[src/rtl/spi_req_arbiter.sv]
// spi_req_arbiter
//   Shares one SPI slave request port among NUM requesters. A round-robin
//   pointer picks the next requester while idle; that requester's command and
//   lengths are latched and presented to the slave. The winner's write/read
//   handshakes are routed to the slave until the slave reports s_finish. All
//   state advances only on cycles where clk_en is high.
//
//   Optional feature (macro SPI_ARB_TIMEOUT_EN): a watchdog that aborts a
//   transaction after TIMEOUT clk_en cycles in WAIT and pulses m_err.
//   Without the macro m_err is tied low and WAIT waits indefinitely.
//
// Ports
//   clock, rst_n, clk_en          clock, async active-low reset, clock enable
//   m_request/m_cmd/m_len/m_wr_len requester transaction descriptors
//   m_busy/m_finish/m_err          per-requester status (owner only)
//   m_wr_* / m_rd_*                per-requester data handshakes
//   s_*                            slave request, write and read ports
//   grant                          registered one-hot owner, zero when idle
module spi_req_arbiter #(
  parameter int DSIZE   = 8,
  parameter int CSIZE   = 3,
  parameter int NUM     = 2,
  parameter int TIMEOUT = 65535
) (
  input  logic                   clock,
  input  logic                   rst_n,
  input  logic                   clk_en,
  input  logic [NUM-1:0]         m_request,
  input  logic [NUM*CSIZE-1:0]   m_cmd,
  input  logic [NUM*24-1:0]      m_len,
  input  logic [NUM*24-1:0]      m_wr_len,
  output logic [NUM-1:0]         m_busy,
  output logic [NUM-1:0]         m_finish,
  input  logic [NUM-1:0]         m_wr_vld,
  input  logic [NUM*DSIZE-1:0]   m_wr_data,
  output logic [NUM-1:0]         m_wr_ready,
  output logic [NUM-1:0]         m_wr_last,
  input  logic [NUM-1:0]         m_rd_ready,
  output logic [NUM-1:0]         m_rd_vld,
  output logic [NUM-1:0]         m_rd_last,
  output logic [DSIZE-1:0]       m_rd_data,
  output logic [NUM-1:0]         m_err,
  output logic                   s_request,
  output logic [CSIZE-1:0]       s_cmd,
  output logic [23:0]            s_len,
  output logic [23:0]            s_wr_len,
  input  logic                   s_busy,
  input  logic                   s_finish,
  output logic                   s_wr_vld,
  output logic [DSIZE-1:0]       s_wr_data,
  input  logic                   s_wr_ready,
  input  logic                   s_wr_last,
  output logic                   s_rd_ready,
  input  logic                   s_rd_vld,
  input  logic                   s_rd_last,
  input  logic [DSIZE-1:0]       s_rd_data,
  output logic [NUM-1:0]         grant
);

  localparam int PW = (NUM > 1) ? $clog2(NUM) : 1;

  localparam logic [1:0] IDLE  = 2'd0;
  localparam logic [1:0] ISSUE = 2'd1;
  localparam logic [1:0] WAIT  = 2'd2;
  localparam logic [1:0] DONE  = 2'd3;

  logic [1:0]    state;
  logic [PW-1:0] ptr;
  logic [PW-1:0] gidx;
  logic [PW-1:0] next_ptr;
  logic [PW-1:0] win_idx;
  logic [PW-1:0] cand_idx;
  logic          win_found;
  logic [NUM-1:0] win_onehot;
  logic          in_wait;
  int            cand;

`ifdef SPI_ARB_TIMEOUT_EN
  localparam logic [31:0] WD_LAST = 32'(TIMEOUT - 1);
  logic [31:0]    wdog;
  logic [NUM-1:0] err_q;
  logic           unused_inputs;
  // s_busy carries no information the FSM needs; s_finish ends a transaction.
  assign unused_inputs = s_busy;
  assign m_err = err_q;
`else
  logic unused_inputs;
  assign unused_inputs = ^{s_busy, 32'(TIMEOUT)};
  assign m_err = '0;
`endif

  // Round-robin search: the first requesting index at or after ptr wins.
  always_comb begin
    win_found = 1'b0;
    win_idx   = '0;
    cand      = 0;
    cand_idx  = '0;
    for (int i = 0; i < NUM; i++) begin
      cand = int'(ptr) + i;
      if (cand >= NUM) cand -= NUM;
      cand_idx = PW'(cand);
      if (!win_found && m_request[cand_idx]) begin
        win_found = 1'b1;
        win_idx   = cand_idx;
      end
    end
  end

  assign win_onehot = NUM'(1) << win_idx;

  // Pointer moves past the owner once its transaction ends (normally or aborted).
  always_comb begin
    next_ptr = gidx + 1'b1;
    if (gidx == PW'(NUM - 1)) next_ptr = '0;
  end

  // Main FSM. Nothing changes unless clk_en is high; a low clk_en freezes
  // state, pointer, grant and watchdog so every output simply holds.
  always_ff @(posedge clock or negedge rst_n) begin
    if (!rst_n) begin
      state    <= IDLE;
      ptr      <= '0;
      gidx     <= '0;
      grant    <= '0;
      s_cmd    <= '0;
      s_len    <= '0;
      s_wr_len <= '0;
`ifdef SPI_ARB_TIMEOUT_EN
      wdog     <= '0;
      err_q    <= '0;
`endif
    end else if (clk_en) begin
`ifdef SPI_ARB_TIMEOUT_EN
      err_q <= '0;
`endif
      case (state)
        IDLE: begin
          if (win_found) begin
            grant    <= win_onehot;
            gidx     <= win_idx;
            s_cmd    <= m_cmd[int'(win_idx)*CSIZE +: CSIZE];
            s_len    <= m_len[int'(win_idx)*24 +: 24];
            s_wr_len <= m_wr_len[int'(win_idx)*24 +: 24];
            state    <= ISSUE;
          end
        end
        ISSUE: begin
`ifdef SPI_ARB_TIMEOUT_EN
          wdog <= '0;
`endif
          // A slave may finish immediately; skip WAIT in that case.
          state <= s_finish ? DONE : WAIT;
        end
        WAIT: begin
          if (s_finish) begin
            state <= DONE;
          end
`ifdef SPI_ARB_TIMEOUT_EN
          // The TIMEOUT-th WAIT cycle without s_finish aborts the transfer.
          else if (wdog == WD_LAST) begin
            err_q <= grant;
            grant <= '0;
            ptr   <= next_ptr;
            state <= IDLE;
          end else begin
            wdog <= wdog + 32'd1;
          end
`endif
        end
        DONE: begin
          grant <= '0;
          ptr   <= next_ptr;
          state <= IDLE;
        end
        default: state <= IDLE;
      endcase
    end
  end

  // Handshake routing: only the owner sees slave responses, and the slave
  // only sees valid/ready while the transaction is in WAIT.
  assign in_wait    = (state == WAIT);
  assign s_request  = (state == ISSUE);
  assign s_wr_vld   = in_wait & m_wr_vld[gidx];
  assign s_wr_data  = m_wr_data[int'(gidx)*DSIZE +: DSIZE];
  assign s_rd_ready = in_wait & m_rd_ready[gidx];
  assign m_wr_ready = (in_wait & s_wr_ready) ? grant : '0;
  assign m_wr_last  = (in_wait & s_wr_last)  ? grant : '0;
  assign m_rd_vld   = (in_wait & s_rd_vld)   ? grant : '0;
  assign m_rd_last  = (in_wait & s_rd_last)  ? grant : '0;
  assign m_rd_data  = s_rd_data;
  assign m_busy     = (state != IDLE) ? grant : '0;
  assign m_finish   = (state == DONE) ? grant : '0;

endmodule

[config.mk]
export PLATFORM = sky130hd
export DESIGN_NAME = spi_req_arbiter
export DESIGN_NICKNAME = d
export VERILOG_FILES = /design/src/rtl/spi_req_arbiter.sv
export SDC_FILE = /design/constraint.sdc
export NUM_CORES = 1
export LEC_CHECK = 0
export CORE_MARGIN = 2
export CORE_UTILIZATION = 29
export DETAILED_ROUTE_END_ITERATION = 8
export GPL_TIMING_DRIVEN = 0
export HOLD_SLACK_MARGIN = 0.1
export PLACE_DENSITY = 0.69
export SETUP_SLACK_MARGIN = 0.4
export SLEW_MARGIN = 5
export SYNTH_ARGS = -nofsm -noshare
export SYNTH_HDL_FRONTEND = slang
export SYNTH_SLANG_ARGS = --single-unit
[constraint.sdc]
create_clock -name clock -period 1.52 [get_ports clock]
set_input_delay 0.304 -clock clock [delete_from_list [all_inputs] [get_ports clock]]
set_output_delay 0.304 -clock clock [all_outputs]
set_load 0.02 [all_outputs]
==> impl.org, run 1 <==
** Status
- Outcome :: finished with violations
- The final reports fail on setup timing.

** Drt
- Detailed-router iteration count before antenna repair :: 7
- Via count of the routed design :: 4167
- In the routed design, unresolved DRC markers number 0.
- Average routed wire per standard cell :: 19.4 µm
- For this block, the initial DRC count from the detailed router was 181.
- Detailed Route WL :: 15.6 mm
- After detailed routing, the number of vias per cell comes to 5.19.
- Antenna Nets Post-Route :: 0

** Run
- Max-cap violations :: 0

** Floorplan
- The die is 109 µm wide.
- The initial utilization of the core area, before any placement, comes to 29.8%.
- Die height :: 109 µm
- Number of top-level pins :: 227
- Area of the core :: 10800 µm²
- Die Outline Area :: 12000 µm²
- In this run the core area contains 38 standard-cell rows.

** Worst setup path
- Data on the critical path arrives at its endpoint at 1430 ps.
- The worst register-to-register path begins at state[1]$_DFFE_PN0P_.
- Type of the worst setup path :: reg -> out
- STA classifies the critical path startpoint as a flop.
- The critical path goes through inv_2 > ha_4 > buf_8 > and3_4 > buf_6.
- STA puts the critical path data required time at 1220 ps.
- Among all stages on the critical path, the largest delay is contributed by dfrtp_1.
- For this run, the slowest stage of the critical path takes 400 ps.
- Kind of end point of the critical path :: primary output
- For the worst flop-to-flop path, the logic depth is 8.
- Endpoint of the worst register-to-register path :: s_len[19]$_DFFE_PN0P_
- Flop2flop setup slack :: -130 ps
- Crit Path Max Fanout :: 5

** Logic synthesis
- Synthesis produced 362 cells.
- The synthesized netlist occupies a cell area of 3230 µm².
- Netlist cell types :: 33
- The Yosys step of the flow raised 0 warnings.
- The synthesized design contains 57 register bits.
- Post-synthesis sequential area ratio :: 44.2%
- Number of enable-type register cells in the synthesized netlist :: 0
- Among all flip-flop cells after synthesis, the most frequent one is dfrtp_1.
- Ys async rst share :: 100%
- In this run the mean area of a mapped cell was 8.91 µm².

** Pwr
- Dividing total power by cell area gives a power density of 1720 nW/µm².
- In this run the static leakage power is 3.03 nW.
- Maximum vdd drop :: 0.869 mV

** Clock network
- Clock root buffer master :: clkbuf_8
- Clock tree from TritonCTS :: yes
- Clock latency of the later-clocked register in the worst-skew pair :: 340 ps
- Clock transition time at the flip-flop clock pins of the worst setup and hold paths :: 70 ps
- In this run, CTS created clock tree buffers numbering 9.
- The tree built by TritonCTS fans out to 57 sinks.
- Number of H-tree levels :: 3
- The longest clock path from root to sink contains 2 buffers.

** Global routing
- For this run the aggregate overflow at the end of global routing stands at 0.
- Entering global routing, the biggest net connects 58 pins.
- Initial antenna violation count :: 0
- The number of global-route vias before repair came to 4077.
- Wire length of the first global-routing pass :: 20.9 mm
- In the global route stage, overall resource usage came out at 22.5%.

** Placement
- After legalization and detailed placement, the total HPWL measured 9.05 mm.
- Buffers placed on the I/O ports in this run total 215.
- Global placer's final weighted congestion :: 0.785

** Final layout
- Most common cell after layout, fill and taps aside :: clkdlybuf4s50_1
- Leading cell types in the layout, fill and taps excluded :: clkdlybuf4s50_1, buf_6, buf_4, dfrtp_1, o21ai_0
- The net count of the finished layout is 804.
- Multi-input gate area :: 2530 µm²
- Counting the fill cells in the layout gives 771.
- 0 antenna diodes ended up in the layout.
- Area delta synth->final :: 139%
- In the final layout, the share of cells above drive strength 1 is 54.4%.
- Sequential cell area in the final layout :: 1430 µm²

** STA
- For the final database, setup skew stands at 10.3 ps.
- Adding up every negative setup slack in the final design gives -8100 ps.
- Post-route minimum period :: 1730 ps
- The number of endpoints with negative hold slack in the final report came to 0.
- The final critical path takes up 114% of the cycle.
- The total count of max-transition violations in the final report was 0.
- Post-route worst hold slack :: 42.3 ps
- Actual transition at the worst max-transition pin :: 763 ps
- Setup violations remaining at the end of the flow were counted as 78.
- Timing would allow up to 0.578 GHz.
- The worst pin sits at a relative slew slack of 49.1%.
- RSZ-0062 raised after global routing :: true
- Setup slack on the critical path of the routed design comes to -210 ps.

** Hold path
- Classification of the worst-slack hold path :: in -> async
-- metrics by stage --
stage | setup WS, ps | cell area (µm²) | power (mW) | std cells | util [%]
after CTS | -239 | 6790 | 11.6 | 774 | 62.6
after global routing | -282 | 7710 | 13.9 | 803 | 71.1
final | -210 | 7710 | 13.3 | 803 | 71.1
after detailed placement | -450 | 5730 | 8.58 | 718 | 52.8
after global placement | -1790 | 5730 | 8.48 | 718 | 52.9
after floorplan | 105 | 3400 | 5.89 | 363 | -
-- repair_timing --
item	in CTS	in global routing
pin swaps	27	15
cloned	13	0
buffers inserted	28	29
hold endpoints to repair	57	32
resized for setup	559	125
setup endpoints to repair	140	133
-- critical path: cells and delay by family (launching register included) --
kind                     cells  cell delay (ps)
buffers and inverters        3              340
AND/OR/NAND/NOR              1              170
adder cells (fa/ha/maj)      1              180
flip-flops                   1              400
-- worst max path at each step --
stage	startpoint	end	slack [ps]	cells past startpoint
2_1_floorplan	state[0]$_DFFE_PN0P_	state[1]$_DFFE_PN0P_	100	5
3_3_place_gp	rst_n	s_wr_len[22]$_DFFE_PN0P_	-1790	1
3_5_place_dp	state[0]$_DFFE_PN0P_	m_wr_last[1]	-450	5
4_1_cts	state[0]$_DFFE_PN0P_	m_wr_last[1]	-240	5
5_1_grt	state[0]$_DFFE_PN0P_	m_wr_last[1]	-280	5
6_report	state[0]$_DFFE_PN0P_	m_wr_last[1]	-210	5
-- report_power, final --
part           total [mW]  leakage, nW  switching (mW)  internal (mW)
sequential           3.01        0.641           0.708           2.30
clock                1.36       0.0929           0.615          0.741
combinational        8.93         2.29            4.10           4.83
-- synth_stat cells, drive strengths merged, types with 2 or more instances --
library cell  count  area, µm²
a31oi            52        325
and3              8       50.1
ha                4       50.1
nand3             2       10.0
o21ai            53        265
and2b             3       25.0
mux2             11        124
and2              2       12.5
clkbuf           11       82.6
inv               4       15.0
mux2i             2       20.0
nor2             52        195
a21oi            54        270
dfrtp            57       1430
buf              35        262
nand2b            2       12.5
nor2b             2       12.5
-- cell type report --
type | count | area share (%)
plain buffers | 46 | 5.68
clock buffers | 11 | 1.70
clock inverters | 4 | 0.584
inverters | 4 | 0.195
multi-input cells | 257 | 32.9
flip-flops and latches | 57 | 18.6
well taps | 140 | 2.27
repair buffers | 284 | 38.1
-- cell families (layout without fill, tap and decap cells) --
kind of cell               after synthesis  after routing  synth area share, %
AOI/OAI and AO/OA                      164            165                 28.4
adders and majority gates                4              4                 1.55
buffers and inverters                   50            349                 11.1
DFF                                     57             57                 44.2
muxes                                   13             13                 4.46
other                                    1              2                0.116
and+or+nand+nor                         73             73                 10.1
-- routing by layer --
metal / vias up / routed length, µm / track usage, %
li1: 1899 / - / -
met1: 2042 / 5770 / 26.4
met2: 188 / 8260 / 39.6
met3: 38 / 1060 / 5.75
met4: 0 / 473 / 8.41
met5: - / 0 / 0
-- flip-flops by register name, summed over array words and instances (netlist names) --
register,count
gidx,1
grant,2
ptr,1
s_cmd,3
s_len,24
s_wr_len,24
state,2
No activity file was read; power rests on OpenSTA's default activity.
==> run 2, diff against run 1 <==
- CTS_BUF_LIST: not set -> sky130_fd_sc_hd__clkbuf_4 sky130_fd_sc_hd__clkbuf_8
- GPL_ROUTABILITY_DRIVEN: not set -> 0
- HOLD_SLACK_MARGIN: 0.1 -> not set
==> impl.org, run 2 (same netlist as run 1, synthesis figures left out) <==
** Global routing
- Pin count of the biggest net entering global routing :: 58 (unchanged)
- The initial antenna violation count was 2 (was 0).
- Overflow after GRT :: 0 (unchanged)
- Wire length of the first global-routing pass :: 20.4 mm (was 20.9 mm)
- Global-route usage over all layers :: 22.2% (was 22.5%)
- The number of global-route vias before repair is 4009 (was 4077).

** Placement
- The post-place instance area came to 5730 µm² (unchanged).
- The number of buffers added on ports is 215 (unchanged).
- The half-perimeter wire length after detailed placement came to 9.05 mm (unchanged).

** Drt
- The first-iteration detailed-routing DRC count is 201 (was 181).
- The total wirelength of the detailed-routed design came to 15.4 mm (was 15.6 mm).
- Via count of the routed design :: 4112 (was 4167)
- The count of unresolved DRC violations after routing came to 0 (unchanged).
- Antenna Nets Post-Route :: 0 (unchanged)
- The number of detailed-route iterations in the first pass is 5 (was 7).
- Vias per inst :: 5.15 (was 5.19)
- Average routed wire per standard cell :: 19.3 µm (was 19.4 µm)

** Final layout
- Area delta synth->final :: 133% (was 139%)
- Fraction of final layout cells sized beyond drive strength 1 :: 50.5% (was 54.4%)
- Leading cell types in the layout, fill and taps excluded :: clkdlybuf4s50_1, buf_6, buf_4, dfrtp_1, o21ai_0 (unchanged)
- Most common cell after layout, fill and taps aside :: clkdlybuf4s50_1 (unchanged)
- Leading registers by flop count :: s_len: 24 flops, s_wr_len: 24 flops, s_cmd: 3 flops (unchanged)
- The cell area after layout is 7510 µm² (was 7710 µm²).
- The number of nets in the final layout was 797 (was 804).

** STA
- The final hold slack came to 41.3 ps (was 42.3 ps).
- The ratio of final minimum period to clock period is 114% (about the same).
- The tightest slew margin relative to the limit is 48.4% (was 49.1%).
- The slew at the pin with the worst max-slew slack came to 773 ps (was 763 ps).
- Minimum setup slack in the final design :: -218 ps (was -210 ps)
- Max Freq :: 0.575 GHz (was 0.578 GHz)
- Final setup fails :: 74 (was 78)
- Final Hold Viols :: 0 (unchanged)
- The final worst clock skew was 14.0 ps (was 10.3 ps).
- The total count of max-transition violations in the final report came to 0 (unchanged).
- RSZ-0062 raised after global routing: true (unchanged).
- Post-route minimum period :: 1740 ps (was 1730 ps)

** Pwr
- Combinational power share :: 65.7% (was 67.2%)
- P_sw :: 5.26 mW (was 5.42 mW)
- Relative contribution of sequential cells to total power :: 23.3% (was 22.6%)
- Power density cells :: 1720 nW/µm² (about the same)
- The switching power as a share of total power is 40.8% (about the same).
- The worst voltage drop across the vdd grid came to 0.884 mV (was 0.869 mV).
- The leakage power was 2.98 nW (was 3.03 nW).
- The cell-internal power was 7.63 mW (was 7.87 mW).
- Relative contribution of the clock network to total power :: 11.0% (was 10.2%)

** Worst setup path
- Cell with the largest stage delay on the worst path :: dfrtp_1 (unchanged)
- The depth of the worst register-to-register path came to 7 (was 8).
- Worst stage delay on the critical path :: 400 ps (about the same)
- Launching element type of the critical path :: flop (unchanged)
- List of cells traversed by the critical path: buf_4 > ha_2 > and2_2 > buf_2 (was inv_2 > ha_4 > buf_8 > and3_4 > buf_6).
- The start point of the critical path is state[0]$_DFFE_PN0P_ (unchanged).
- The highest net fanout along the worst path came to 7 (was 5).
- The terminus of the critical flop-to-flop path was s_wr_len[6]$_DFFE_PN0P_ (was s_len[19]$_DFFE_PN0P_).
- Endpoint of the worst setup timing path :: m_finish[1] (was m_wr_last[1])
- The data required time at the worst endpoint came to 1220 ps (about the same).
- The signal arrival time at the worst endpoint is 1430 ps (about the same).
- Type of the worst setup path :: reg -> out (unchanged)
- The startpoint of the worst register-to-register path is state[1]$_DFFE_PN0P_ (unchanged).
- The element type at the critical path end was a primary output (unchanged).
- The flop-to-flop setup slack came to -140 ps (was -130 ps).

** Status
- Violated checks :: setup timing (unchanged)
- Outcome :: finished with violations (unchanged)

** Clock network
- In this run, post-CTS hold repair placed 0 buffers.
- Clock tree from TritonCTS :: yes (unchanged)
- The number of buffers created by CTS came to 9 (unchanged).
- The clock latency reported for the late side of the worst-skew pair was 340 ps (about the same).
- Clock transition time at the flip-flop clock pins of the worst setup and hold paths :: 70 ps (about the same)
- The cell at the root of the clock tree is clkbuf_8 (unchanged).
- The number of H-tree levels was 3 (unchanged).
- The number of sinks handled by clock tree synthesis was 57 (unchanged).
- Largest buffer count on any clock path :: 2 (unchanged)

** Floorplan
- Number of top-level pins :: 227 (unchanged)
- The floorplan core area was 10800 µm² (unchanged).
- The full die area came to 12000 µm² (unchanged).
- DIE WIDTH :: 109 µm (unchanged)
- Effective utilization at floorplan :: 29.8% (unchanged)
- The vertical die dimension was 109 µm (unchanged).
- The number of rows created at floorplan came to 38 (unchanged).

** Run
- The total of max-cap violations is 0 (unchanged).

** Hold path
- The path type of the worst min-delay path was in -> async (unchanged).
==> run 2: cell types whose count changed in the layout (fill, tap and decap cells not counted), moves of 3 or more <==
cell / delta
a31oi_2: -6
buf_2: +3
buf_4: -6
a21oi_1: +8
nor2_4: -5
a21oi_2: -8
nor2_1: +12
a31oi_1: +5
nor2_2: -7
==> run 2: worst min-delay path by stage <==
stage	startpoint	to	slack [ps]	depth (start not counted)
floorplan	rst_n	gidx$_DFFE_PN0P_	8	0
global placement	s_len[1]$_DFFE_PN0P_	s_len[1]$_DFFE_PN0P_	510	2
detailed placement	rst_n	s_wr_len[4]$_DFFE_PN0P_	420	1
CTS	rst_n	s_wr_len[4]$_DFFE_PN0P_	60	1
global route	rst_n	s_wr_len[4]$_DFFE_PN0P_	90	1
finish	rst_n	s_wr_len[4]$_DFFE_PN0P_	40	1
==> run 2: area by class of cell <==
cell class,instances,area [µm²]
inverter,4,15.0
clock buffer,11,139
antenna,2,5.00
timing repair buffer,277,2850
sequential,57,1430
fill,835,3330
clock inverter,4,45.0
tap,140,175
multi-input combinational,257,2410
buffer,46,433
==> run 2: per-layer routing <==
metal | routed length [µm] | track usage (%) | vias up
li1 | - | - | 1887
met1 | 5980 | 26.3 | 2008
met2 | 8070 | 39.0 | 189
met3 | 1050 | 5.75 | 28
met4 | 335 | 7.69 | 0
met5 | 0 | 0 | -
==> run 2: through the flow <==
stage / power (mW) / utilization, % / cells / setup TNS (ps) / worst slack [ps]
after floorplan: 5.89 / - / 363 / 0 / 105
after global placement: 8.48 / 52.9 / 718 / -126240 / -1790
after detailed placement: 8.58 / 52.8 / 718 / -27020 / -450
after CTS: 11.5 / 61.6 / 771 / -7230 / -239
after global routing: 13.5 / 69.2 / 797 / -11990 / -279
final: 12.9 / 69.3 / 798 / -7320 / -218
==> run 2: critical path, delay by kind of cell (launching register included) <==
family	cells	cell delay [ps]
buf+inv	2	290
flops	1	400
fa+ha+maj	1	220
simple gates	1	180
==> run 2: power by group through the flow <==
stage	registers [mW]	clock network [mW]	logic, mW
2_1_floorplan	3.62	0	2.26
3_3_place_gp	2.77	0	5.71
3_5_place_dp	2.80	0	5.79
4_1_cts	2.98	1.43	7.07
5_1_grt	3.07	1.51	8.92
6_report	3.00	1.42	8.48
==> run 2: timing repair <==
| item | 4_1_cts | 5_1_grt |
|---|---|---|
| endpoints found under the hold margin | 0 | 0 |
| resized for setup | 540 | 103 |
| buffers inserted | 26 | 24 |
| pin swaps | 38 | 12 |
| gates cloned | 12 | 1 |
| setup endpoints to repair | 140 | 133 |
==> run 3, diff against run 2 <==
- GPL_ROUTABILITY_DRIVEN: 0 -> not set
==> results of run 3 <==
Final layout, timing and power as in run 2 (identical DEF).
